===== src/rtl/lock_sequencer.sv =====
// Canal-lock sequencer: accepts boat arrivals, levels the chamber through the
// water-control block and drives the two gates so a gate only opens at its level.
module lock_sequencer #(
  parameter int GATE_CYCLES   = 20,
  parameter int ENTER_TIMEOUT = 200,
  parameter int CNT_W         = 8
) (
  input  logic clk,
  input  logic reset,
  input  logic arrive_low,
  input  logic arrive_high,
  input  logic boat_in_lock,
  input  logic water_high,
  input  logic water_low,
  output logic w_up,
  output logic w_down,
  output logic gate_low_open,
  output logic gate_high_open,
  output logic busy,
  output logic dir_up
);

  // Handshake with water control: a request (w_up/w_down) is held until the
  // flag of the level being left deasserts, then dropped while the target flag
  // is awaited. A request is never issued when the target flag is already high.

  typedef enum logic [3:0] {
    S_IDLE, S_PREP, S_OPEN_IN, S_WAIT_IN, S_CLOSE_IN,
    S_CROSS, S_OPEN_OUT, S_WAIT_OUT, S_CLOSE_OUT
  } state_t;

  localparam logic [CNT_W-1:0] GATE_LAST = CNT_W'(GATE_CYCLES - 1);
  localparam logic [CNT_W-1:0] TO_LAST   = CNT_W'(ENTER_TIMEOUT - 1);

  state_t           r_state;
  logic [CNT_W-1:0] r_cnt;
  logic             r_abort;
  logic             r_dir;
  logic             r_up;
  logic             r_down;
  logic             r_glo;
  logic             r_gho;
  logic             r_busy;

  logic w_pick_up;
  logic w_entry_flag;
  logic w_exit_flag;
  logic w_req;
  logic w_ack;
  logic w_gate_done;

  // Both sides waiting: serve the side matching the level; low side if unknown.
  assign w_pick_up    = arrive_low & (~arrive_high | water_low | ~water_high);
  assign w_entry_flag = r_dir ? water_low  : water_high;
  assign w_exit_flag  = r_dir ? water_high : water_low;
  assign w_req        = r_up | r_down;
  assign w_ack        = r_up ? ~water_low : ~water_high;
  assign w_gate_done  = (r_cnt == GATE_LAST);

  always_ff @(posedge clk) begin
    if (reset) begin
      r_state <= S_IDLE;
      r_cnt   <= '0;
      r_abort <= 1'b0;
      r_dir   <= 1'b0;
      r_up    <= 1'b0;
      r_down  <= 1'b0;
      r_glo   <= 1'b0;
      r_gho   <= 1'b0;
      r_busy  <= 1'b0;
    end else begin
      r_cnt <= r_cnt + CNT_W'(1);
      case (r_state)
        S_IDLE: begin
          if (arrive_low | arrive_high) begin
            r_state <= S_PREP;
            r_cnt   <= '0;
            r_busy  <= 1'b1;
            r_abort <= 1'b0;
            r_dir   <= w_pick_up;
            r_up    <= ~w_pick_up & ~water_high;
            r_down  <= w_pick_up & ~water_low;
          end
        end
        S_PREP: begin
          if (w_req) begin
            if (w_ack) begin
              r_up   <= 1'b0;
              r_down <= 1'b0;
            end
          end else if (w_entry_flag) begin
            r_state <= S_OPEN_IN;
            r_cnt   <= '0;
            r_glo   <= r_dir;
            r_gho   <= ~r_dir;
          end
        end
        S_OPEN_IN: begin
          if (w_gate_done) begin
            r_state <= S_WAIT_IN;
            r_cnt   <= '0;
          end
        end
        S_WAIT_IN: begin
          if (boat_in_lock || r_cnt == TO_LAST) begin
            r_state <= S_CLOSE_IN;
            r_cnt   <= '0;
            r_abort <= ~boat_in_lock;
            r_glo   <= 1'b0;
            r_gho   <= 1'b0;
          end
        end
        S_CLOSE_IN: begin
          if (w_gate_done) begin
            r_cnt <= '0;
            if (r_abort) begin
              r_state <= S_IDLE;
              r_busy  <= 1'b0;
            end else begin
              r_state <= S_CROSS;
              r_up    <= r_dir & ~water_high;
              r_down  <= ~r_dir & ~water_low;
            end
          end
        end
        S_CROSS: begin
          if (w_req) begin
            if (w_ack) begin
              r_up   <= 1'b0;
              r_down <= 1'b0;
            end
          end else if (w_exit_flag) begin
            r_state <= S_OPEN_OUT;
            r_cnt   <= '0;
            r_glo   <= ~r_dir;
            r_gho   <= r_dir;
          end
        end
        S_OPEN_OUT: begin
          if (w_gate_done) begin
            r_state <= S_WAIT_OUT;
            r_cnt   <= '0;
          end
        end
        S_WAIT_OUT: begin
          // No timeout here: the gate stays open until the chamber is empty.
          if (!boat_in_lock) begin
            r_state <= S_CLOSE_OUT;
            r_cnt   <= '0;
            r_glo   <= 1'b0;
            r_gho   <= 1'b0;
          end
        end
        S_CLOSE_OUT: begin
          if (w_gate_done) begin
            r_state <= S_IDLE;
            r_cnt   <= '0;
            r_busy  <= 1'b0;
          end
        end
        default: begin
          r_state <= S_IDLE;
          r_cnt   <= '0;
        end
      endcase
    end
  end

  assign w_up           = r_up;
  assign w_down         = r_down;
  assign gate_low_open  = r_glo;
  assign gate_high_open = r_gho;
  assign busy           = r_busy;
  assign dir_up         = r_dir;

endmodule


===== config.mk =====
export PLATFORM = sky130hd
export DESIGN_NAME = lock_sequencer
export DESIGN_NICKNAME = d
export VERILOG_FILES = /design/src/rtl/lock_sequencer.sv
export SDC_FILE = /design/constraint.sdc
export NUM_CORES = 1
export LEC_CHECK = 0
export CELL_PAD_IN_SITES_DETAIL_PLACEMENT = 0
export CELL_PAD_IN_SITES_GLOBAL_PLACEMENT = 1
export CORE_MARGIN = 2
export CORE_UTILIZATION = 44
export CTS_CLUSTER_SIZE = 8
export DETAILED_ROUTE_END_ITERATION = 16
export PLACE_DENSITY_LB_ADDON = 0.15
export SETUP_SLACK_MARGIN = 0.1
export SLEW_MARGIN = 15
export SYNTH_ARGS = -nofsm -noshare
export SYNTH_HDL_FRONTEND = slang
export SYNTH_SLANG_ARGS = --single-unit

===== constraint.sdc =====
create_clock -name clk -period 3.8 [get_ports clk]
set_clock_uncertainty 0.1 [all_clocks]
set_input_delay 0.38 -clock clk [delete_from_list [all_inputs] [get_ports clk]]
set_output_delay 0.38 -clock clk [all_outputs]
set_load 0.05 [all_outputs]

==> impl_metrics.yaml <==
worst_setup_path:
  r2r_start: "r_state[3]$_SDFFE_PP0P_"
  r2r_slack_ns: 1.41
  r2r_cells: 5
  r2r_end: "gate_low_open$_SDFFE_PP0P_"
  critPathArrivalTime_ns: 2.51
  crit_required_ns: 3.92
  critPathMaxFanout: 17
  cp-end-kind: "flop"
  worstSetupPathType: "reg2reg"
  startpoint_type: "flop"
die:
  initial_core_util_pct: 46.9
  die_area_sq_um: 3100
  die_w_microns: 55.6
  coreArea_sq_um: 2500
  ios: 13
  die_y_microns: 55.6
  num_rows: 18
clock_tree:
  cts_tree: "built"
  clock_path_buffers: 2
  post_cts_resized: 0
  root_buffer: "clkbuf_4"
  cts_setup_buffers: 0
  clock_sinks: 19
  clk_latency_ns: 0.30
  htreeDepth: 1
  path_clk_slew_ns: 0.10
  hold_buffers: 0
  numCtsBuffers: 3
placement:
  numPortBuffers: 12
  place_ws_ns: 1.25
  gp_congestion: 0.831
  hpwl_mm: 1.70
synth:
  synth_cell_types: 47
  avgSynthCellArea_sq_um: 8.26
  synth_top_area_share_pct: 32.4
  synthesis.nets: 150
  synth_edf_count: 0
  syn_area_sq_um: 1170
  yosys-top-cells-area: "dfxtp_1 (32%), nor2_1 (5.4%), a21oi_1 (4.7%)"
  synth.yosys.seq_area_share_pct: 32.4
  yosysTopAreaCell: "dfxtp_1"
  ys_seq_elements: 19
  synthArstFlopShare_pct: 0
  synth_flop_cell: "dfxtp_1"
  yosys_warnings: 0
  syn_inst: 142
timing:
  period_share_pct: 62.9
  rsz0062_at_grt: "no"
  finalSetupTns_ns: 0
  slew_headroom_pct: 52.0
  setup_slack_ns: 1.41
  final_hold_viol_count: 0
  drv_slew: 0
  max_freq_ghz: 0.419
  post-route-min-period_ns: 2.39
  tightestPinTransition_ns: 0.719
  finalSetupViolCount: 0
  holdWs_ns: 0.379
final_layout:
  num_antenna_cells: 0
  syn2layout_area_growth_pct: 11.3
  final_util_pct: 52.3
  finalNetCount: 157
  final_layout_size_suffix_gt1_share_pct: 7.43
min_path:
  hold-path-cell-count: 1
  min_to: "r_cnt[0]$_SDFF_PP0_"
  min_path_type: "reg2reg"
  hp-start: "r_cnt[0]$_SDFF_PP0_"
global_routing:
  track_usage_pct: 17.4
  grt_max_degree: 20
  grt_pass1_wl_mm: 4.35
  grt_overflow: 0
  grt_pass1_vias: 953
  antenna_found_initial: 0
route:
  vias: 1015
  drtIter0Drc: 32
  drc: 0
  wl_per_cell_microns: 14.1
  wirelength_mm: 2.51
  ant_nets: 0
  viasPerCell: 5.70
  drt_first_pass_iters: 4
pwr:
  p_per_area_nw_per_um2: 530
  peakVddDrop_v: 0.000315
  p_leak_nw: 0.447
job:
  maxCapViolations: 0
status:
  status: "finished, final reports clean"
## power by group
part / total, mW / leakage, nW / switching, mW / internal (mW)
registers: 0.288 / 0.155 / 0.0591 / 0.229
logic: 0.300 / 0.277 / 0.173 / 0.127
clock network: 0.105 / 0.0150 / 0.0644 / 0.0409
total: 0.693 / 0.447 / 0.296 / 0.397
## final cells by class
class	instances	area, sq um
Clock buffer	4	26.3
Fill cell	236	1190
Inverter	2	7.51
Multi-Input combinational cell	111	734
Sequential cell	19	380
Tap cell	30	37.5
Timing Repair Buffer	12	120
## sequential cells by signal (all words and copies together) (netlist names)
name,count
busy,1
dir_up,1
gate_high_open,1
gate_low_open,1
r_abort,1
r_cnt,8
r_state,4
w_down,1
w_up,1
## Yosys cell counts (all sizes together), types with 3 or more instances
cell / instances
dfxtp: 19
nand2: 6
nor2: 17
mux2: 3
nor3: 3
nor2b: 5
and3: 3
mux2i: 5
xor2: 5
a21oi: 11
clkbuf: 3
nand2b: 5
nand3: 7
o21ai: 10
buf: 7
## per-layer routing
metal | global-route usage [%] | up-vias | wire length [microns] | share of wire (%)
met5 | 0 | - | 0 | 0
met4 | 5.57 | 0 | 48 | 1.9
met3 | 5.12 | 6 | 123 | 4.9
met2 | 25.2 | 27 | 1040 | 41
met1 | 24.7 | 454 | 1300 | 52
li1 | - | 528 | - | -
## kinds of logic after synthesis
family,count (synthesis),synth area share [%]
compound gates,33,17.6
xor+xnor,7,5.22
fa+ha+maj,1,1.07
buf+inv,12,5.65
flops,19,32.4
mux,8,7.46
simple gates,62,30.6
## placed cells by master, fill, tap and decap left out, drive strengths merged, types with 3 or more instances in the layout
cell,n
dfxtp,19
nor2,17
clkdlybuf4s50,12
a21oi,11
o21ai,10
nand3,7
nand2,6
nor2b,5
mux2i,5
xor2,5
nand2b,5
clkbuf,4
and3,3
nor3,3
mux2,3
## worst max-delay path: stages (launching register included)
cell	delay (ns)
dfxtp_1	0.72
and4b_1	0.29
a22oi_1	0.21
o311ai_2	0.27
or4_1	0.57
a21oi_1	0.15
## through the flow
| step | power (mW) | instances | cell area [sq um] |
|---|---|---|---|
| floorplan | 0.529 | 142 | 1170 |
| CTS | 0.693 | 178 | 1300 |
| global route | 0.749 | 178 | 1310 |
| global placement | 0.585 | 174 | 1270 |
| detailed placement | 0.585 | 174 | 1270 |
| finish | 0.693 | 178 | 1310 |
## worst max path at each step
stage | from | to | slack [ns] | cells past startpoint
final | r_state[3]$_SDFFE_PP0P_ | gate_low_open$_SDFFE_PP0P_ | 1.41 | 5
after global routing | r_state[3]$_SDFFE_PP0P_ | gate_low_open$_SDFFE_PP0P_ | 1.24 | 5
after detailed placement | r_cnt[0]$_SDFF_PP0_ | r_cnt[5]$_SDFF_PP0_ | 1.25 | 6
after global placement | r_cnt[0]$_SDFF_PP0_ | r_cnt[5]$_SDFF_PP0_ | 1.29 | 6
after CTS | r_cnt[0]$_SDFF_PP0_ | r_cnt[5]$_SDFF_PP0_ | 1.22 | 6
after floorplan | dir_up$_SDFFE_PP0P_ | r_state[1]$_SDFFE_PP0P_ | 1.73 | 7
No activity file was read; power rests on OpenSTA's default activity.
